--- src/rtl/sched_pkg.sv ---
// sched_pkg: shared constants and state type for the ball scheduler
package sched_pkg;
    localparam int MAX_BALLS = 7;
    localparam int TIME_W = 9;
    localparam int HEIGHT_W = 4;
    typedef enum logic [1:0] {IDLE, RUN, THROW} state_t;
endpackage

--- src/rtl/ball_scheduler_minimum.sv ---
// minimum: index and value of the smallest of the first max entries, lowest index wins ties
module minimum #(
    parameter int N = 7,
    parameter int W = 9
) (
    input  logic [W-1:0] values [N],
    input  logic [2:0]   max,
    output logic [2:0]   index,
    output logic [W-1:0] value
);
    // linear scan; with max=0 the result stays index 0, value all-ones
    always_comb begin
        index = '0;
        value = '1;
        for (int i = 0; i < N; i++) begin
            if (3'(i) < max && values[i] < value) begin
                index = 3'(i);
                value = values[i];
            end
        end
    end
endmodule

--- src/rtl/ball_scheduler.sv ---
// ball_scheduler: siteswap juggling scheduler tracking per-ball remaining beats
// Optional macro SCHED_STATS_EN adds the throw_count_out successful-throw counter.
module ball_scheduler #(
    parameter int TIME_W = sched_pkg::TIME_W,
    parameter int HEIGHT_W = sched_pkg::HEIGHT_W
) (
    input  logic                clk_in,
    input  logic                rst_in,
    input  logic                start_in,
    input  logic [2:0]          num_balls_in,
    input  logic                beat_in,
    input  logic                throw_valid_in,
    input  logic [HEIGHT_W-1:0] throw_height_in,
    output logic                throw_ready_out,
    output logic                ball_valid_out,
    output logic [2:0]          ball_index_out,
    output logic [TIME_W-1:0]   ball_time_out,
    output logic                error_out,
    output logic                busy_out
`ifdef SCHED_STATS_EN
    ,
    output logic [15:0]         throw_count_out
`endif
);
    import sched_pkg::*;

    state_t            state, state_nxt;
    logic [2:0]        n;
    logic [TIME_W-1:0] rem [MAX_BALLS];
    logic [TIME_W-1:0] rem_nxt [MAX_BALLS];
    logic [2:0]        k;
    logic [TIME_W-1:0] k_val;
    logic              accept, hit, err_nxt;
    logic [3:0]        zeros;

    minimum #(.N(MAX_BALLS), .W(TIME_W)) u_min (
        .values(rem),
        .max(n),
        .index(k),
        .value(k_val)
    );

    assign accept = state == THROW && throw_valid_in;
    assign hit = accept && k_val == '0 && throw_height_in != '0;
    assign throw_ready_out = state == THROW;
    assign busy_out = state != IDLE;

    // start wins everywhere; a beat only matters in RUN; an accepted throw returns to RUN
    always_comb begin
        state_nxt = start_in ? RUN : (state == RUN && beat_in) ? THROW : accept ? RUN : state;
    end

    // candidate counters after a throw, plus drop/phantom/collision detection
    always_comb begin
        zeros = '0;
        for (int i = 0; i < MAX_BALLS; i++) begin
            rem_nxt[i] = rem[i];
            if (3'(i) < n) begin
                rem_nxt[i] = (hit && 3'(i) == k) ? TIME_W'(throw_height_in - 1'b1)
                           : (rem[i] == '0) ? '0 : rem[i] - 1'b1;
                zeros = zeros + ((rem_nxt[i] == '0) ? 4'd1 : 4'd0);
            end
        end
        err_nxt = accept && (((k_val == '0) == (throw_height_in == '0)) || zeros > 4'd1);
    end

    // state register
    always_ff @(posedge clk_in) begin
        if (!rst_in) state <= IDLE;
        else state <= state_nxt;
    end

    // ball counters, report outputs and sticky error
    always_ff @(posedge clk_in) begin
        if (!rst_in) begin
            n <= '0;
            for (int i = 0; i < MAX_BALLS; i++) rem[i] <= '1;
            ball_valid_out <= 1'b0;
            ball_index_out <= '0;
            ball_time_out <= '0;
            error_out <= 1'b0;
        end else begin
            ball_valid_out <= 1'b0;
            if (start_in) begin
                n <= num_balls_in;
                for (int i = 0; i < MAX_BALLS; i++) rem[i] <= (3'(i) < num_balls_in) ? TIME_W'(i) : '1;
                error_out <= 1'b0;
            end else if (accept) begin
                for (int i = 0; i < MAX_BALLS; i++) rem[i] <= rem_nxt[i];
                error_out <= error_out | err_nxt;
                if (hit) begin
                    ball_valid_out <= 1'b1;
                    ball_index_out <= k;
                    ball_time_out <= TIME_W'(throw_height_in - 1'b1);
                end
            end
        end
    end

`ifdef SCHED_STATS_EN
    // successful-throw counter, wraps naturally at 16 bits
    always_ff @(posedge clk_in) begin
        if (!rst_in || start_in) throw_count_out <= '0;
        else if (hit) throw_count_out <= throw_count_out + 16'd1;
    end
`endif
endmodule

--- config.mk ---
export PLATFORM = sky130hd
export DESIGN_NAME = ball_scheduler
export DESIGN_NICKNAME = d
export VERILOG_FILES = /design/src/rtl/sched_pkg.sv /design/src/rtl/ball_scheduler_minimum.sv /design/src/rtl/ball_scheduler.sv
export SDC_FILE = /design/constraint.sdc
export NUM_CORES = 1
export LEC_CHECK = 0
export CORE_MARGIN = 3
export CORE_UTILIZATION = 25
export CTS_BUF_LIST = sky130_fd_sc_hd__clkbuf_16
export DETAILED_ROUTE_END_ITERATION = 16
export PLACE_DENSITY_LB_ADDON = 0.08
export SYNTH_ARGS = -nofsm -noshare
export SYNTH_HDL_FRONTEND = slang
export SYNTH_SLANG_ARGS = --single-unit
export TNS_END_PERCENT = 100
--- constraint.sdc ---
create_clock -name clk_in -period 44.4 [get_ports clk_in]
set_input_delay 4.44 -clock clk_in [delete_from_list [all_inputs] [get_ports clk_in]]
set_output_delay 4.44 -clock clk_in [all_outputs]
set_load 0.02 [all_outputs]
==> flow_summary_export.csv <==
group,metric,value,unit
synth,synth_cell_types,93,
timing,setup_viol,0,
worst_setup_path,startpoint,"n[2]$_SDFFE_PN0P_",
power,power.density,27.63,nW/um^2
timing,worst_pin_slew,1.190,ns
worst_setup_path,crit_buf_inv,4,
die,fp.dieW,182.2,um
timing,slew_headroom,0.2067,
worst_setup_path,cp-end-kind,"flop",
power,power_leakage,0.003337,uW
synth,synthFlopType,"dfxtp_1",
worst_setup_path,cpPeakStageDelay,0.93,ns
worst_setup_path,worstPathArrival,21.02,ns
grt,grt_usage,0.1906,
grt,grt_pass1_wl,48800,um
timing,max_clock_freq,0.04817,GHz
worst_setup_path,cp.required,44.66,ns
die,core,30110,um^2
die,initial_utilization,0.2577,
worst_setup_path,r2r_cells,88,
die,die_h,182.2,um
power,total_power,240.2,uW
grt,top_usage_layer,"met2",
cells_and_area,fillers,3354,
grt,grt_max_degree,37,
grt,met1_usage,0.2711,
timing,report.final.hold_viol_count,0,
synth,yosysWarnings,0,
detailed_routing,ant_nets,0,
synth,syn_avg_cell_area,7.369,um^2
detailed_routing,routedWlPerCell,21.88,um
die,num_rows,63,
worst_setup_path,startpoint_type,"flop",
clocking,cts_setup_buffers,0,
clocking,clk_latency,0.36,ns
clocking,cts-root-buf,"clkbuf_16",
worst_setup_path,crit_path_max_fanout,23,
placement,place_congestion,0.8927,
grt,grt_pass1_vias,7782,
grt,grt_overflow,0,
clocking,cts.sinks,78,
grt,antenna_found_initial,0,
clocking,htree_levels,3,
cells_and_area,syn2layout_area_growth,12.06,%
timing,slew_violations,0,
detailed_routing,first_pass_iters,5,
detailed_routing,routed_wl,31790,um
synth,synthesis.instances,1053,
grt,met2_usage,0.2921,
worst_setup_path,regToRegStartpoint,"n[2]$_SDFFE_PN0P_",
detailed_routing,avgViaCountPerCell,5.621,
synth,syn_nets,1128,
clocking,clkTransAtPathRegs,0.06,ns
synth,synth_seq_cells,78,
power,ir_worst_vdd,0.01834,mV
die,boundaryPins,28,
die,dieArea,33190,um^2
worst_setup_path,regToRegSetupSlack,23.64,ns
placement,placedCellCount,1437,
worst_setup_path,crit_top_cell,"ha_1",
detailed_routing,drc,0,
synth,synth_seq_area_share,0.2012,
synth,syn_area,7760,um^2
clocking,numCtsBuffers,9,
placement,portBuffers,27,
clocking,cts_resized,0,
synth,synth_edf_count,0,
timing,fin_crit,20.76,ns
clocking,cts_tree,"yes",
detailed_routing,routed-via-count,8167,
clocking,cts_hold_buf,0,
placement,dp_hpwl,23900,um
worst_setup_path,cp.depth,88,
worst_setup_path,cp-endpoint,"error_out$_SDFFE_PP0P_",
worst_setup_path,regToRegEndpoint,"error_out$_SDFFE_PP0P_",
timing,clock_skew,0.009982,ns
timing,rsz0062_at_grt,"false",
grt,met3_usage,0.04325,
cells_and_area,layout-drive-gt1-share,0.07056,
worst_setup_path,critPathKind,"flop to flop",
min_path,min_from,"ball_index_out[0]$_SDFFE_PN0P_",
cells_and_area,finalNetCount,1133,
cells_and_area,fin_cells,1453,
worst_setup_path,cpMaxStageDelayCell,"a21oi_1",
status,status,"completed",
cells_and_area,insertedDiodeCount,0,
timing,tns,0,ns
run,cap_violations,0,
min_path,hp-class,"flop to flop",
detailed_routing,drtIter0Drc,532,
synth,synthArstFlopShare,0,
worst_setup_path,cpLargestDelayFamily,"compound AO/OA/AOI/OAI gates",
timing,period_share,0.4675,
clocking,cts_buffer_depth,2,
min_path,whs_path_depth,2,
==> where the power goes <==
group          internal (uW)  switching [uW]
Combinational           29.4            50.5
Sequential              73.8            9.21
Clock                   42.8            34.5
==> cell usage in the layout, fill, tap and decap left out, drive strengths merged, types with 10 or more instances in the layout <==
cell and n:
nor2 125, nand2 104, o21ai 84, a21oi 81
dfxtp 78, ha 63, nor3 58, inv 49
nand3 31, clkdlybuf4s50 25, xnor2 22, nor4 22
or3 19, mux2i 17, nand4 17, buf 16
o211ai 15, nand2b 13, a211oi 13, mux2 13
o221ai 12, a21o 10, a211o 10, a2111oi 10
==> cells by family after synthesis <==
group                    after synthesis  synth area share
XOR/XNOR                              31           0.03499
multiplexers                          30           0.04128
adder cells (fa/ha/maj)               63            0.1016
AO/OA/AOI/OAI                        319            0.2814
flip-flops                            78            0.2012
AND/OR/NAND/NOR                      438            0.2899
buffers and inverters                 94           0.04966
==> Yosys cell counts, types with 12 or more instances <==
| master | n | area share |
|---|---|---|
| nor2_1 | 125 | 0.060 |
| nand2_1 | 104 | 0.050 |
| a21oi_1 | 80 | 0.052 |
| dfxtp_1 | 78 | 0.20 |
| ha_1 | 63 | 0.10 |
| o21ai_0 | 59 | 0.038 |
| nor3_1 | 55 | 0.035 |
| inv_1 | 47 | 0.023 |
| clkbuf_1 | 34 | 0.016 |
| nand3_1 | 31 | 0.020 |
| o21ai_1 | 25 | 0.016 |
| xnor2_1 | 22 | 0.025 |
| mux2i_1 | 17 | 0.022 |
| nor4_1 | 17 | 0.014 |
| or3_1 | 17 | 0.014 |
| nand4_1 | 16 | 0.013 |
| nand2b_1 | 13 | 0.010 |
| o211ai_1 | 13 | 0.013 |
| o221ai_1 | 12 | 0.014 |
==> layout make-up <==
| class | instances | area (um^2) | share of cell area |
|---|---|---|---|
| multi-input combinational | 881 | 5822 | 0.6695 |
| timing repair buffer | 41 | 365.4 | 0.04201 |
| tap | 390 | 488.0 | 0.05612 |
| clock inverter | 7 | 57.56 | 0.006619 |
| clock buffer | 9 | 225.2 | 0.02590 |
| inverter | 47 | 176.4 | 0.02029 |
| sequential | 78 | 1562 | 0.1796 |
==> worst min path at each step <==
stage,endpoint,slack (ns)
after global routing,ball_index_out[0]$_SDFFE_PN0P_,0.51
after CTS,ball_index_out[0]$_SDFFE_PN0P_,0.47
after floorplan,rem[53]$_SDFFE_PN1P_,0.49
final,ball_index_out[0]$_SDFFE_PN0P_,0.46
after global placement,ball_index_out[0]$_SDFFE_PN0P_,0.45
after detailed placement,ball_index_out[0]$_SDFFE_PN0P_,0.46
==> worst min-delay path, stage by stage, from the launching register on <==
cell and delay [ns]:
dfxtp_1 0.31, nand2_1 0.06, a21oi_1 0.05
==> registers in the layout (all words and copies together), names as in the netlist <==
register	flops
state	2
ball_time_out	5
error_out	1
ball_valid_out	1
n	3
rem	63
ball_index_out	3
==> stage by stage <==
step           hold WS (ns)  setup slack (ns)  instance area [um^2]    util
6_report             0.4588             23.64                  8696  0.2888
5_1_grt              0.5096             21.74                  8696  0.2888
4_1_cts              0.4673             23.92                  8696  0.2888
2_1_floorplan        0.4924             26.26                  7760       -
3_3_place_gp         0.4546             24.28                  8413  0.2794
3_5_place_dp         0.4605             24.10                  8413  0.2794
==> layer usage <==
layer,share of wire,vias up
li1,-,3973
met5,0,-
met2,0.44,264
met4,0.017,0
met1,0.49,3889
met3,0.058,41
(Power assumes the default switching activity.)
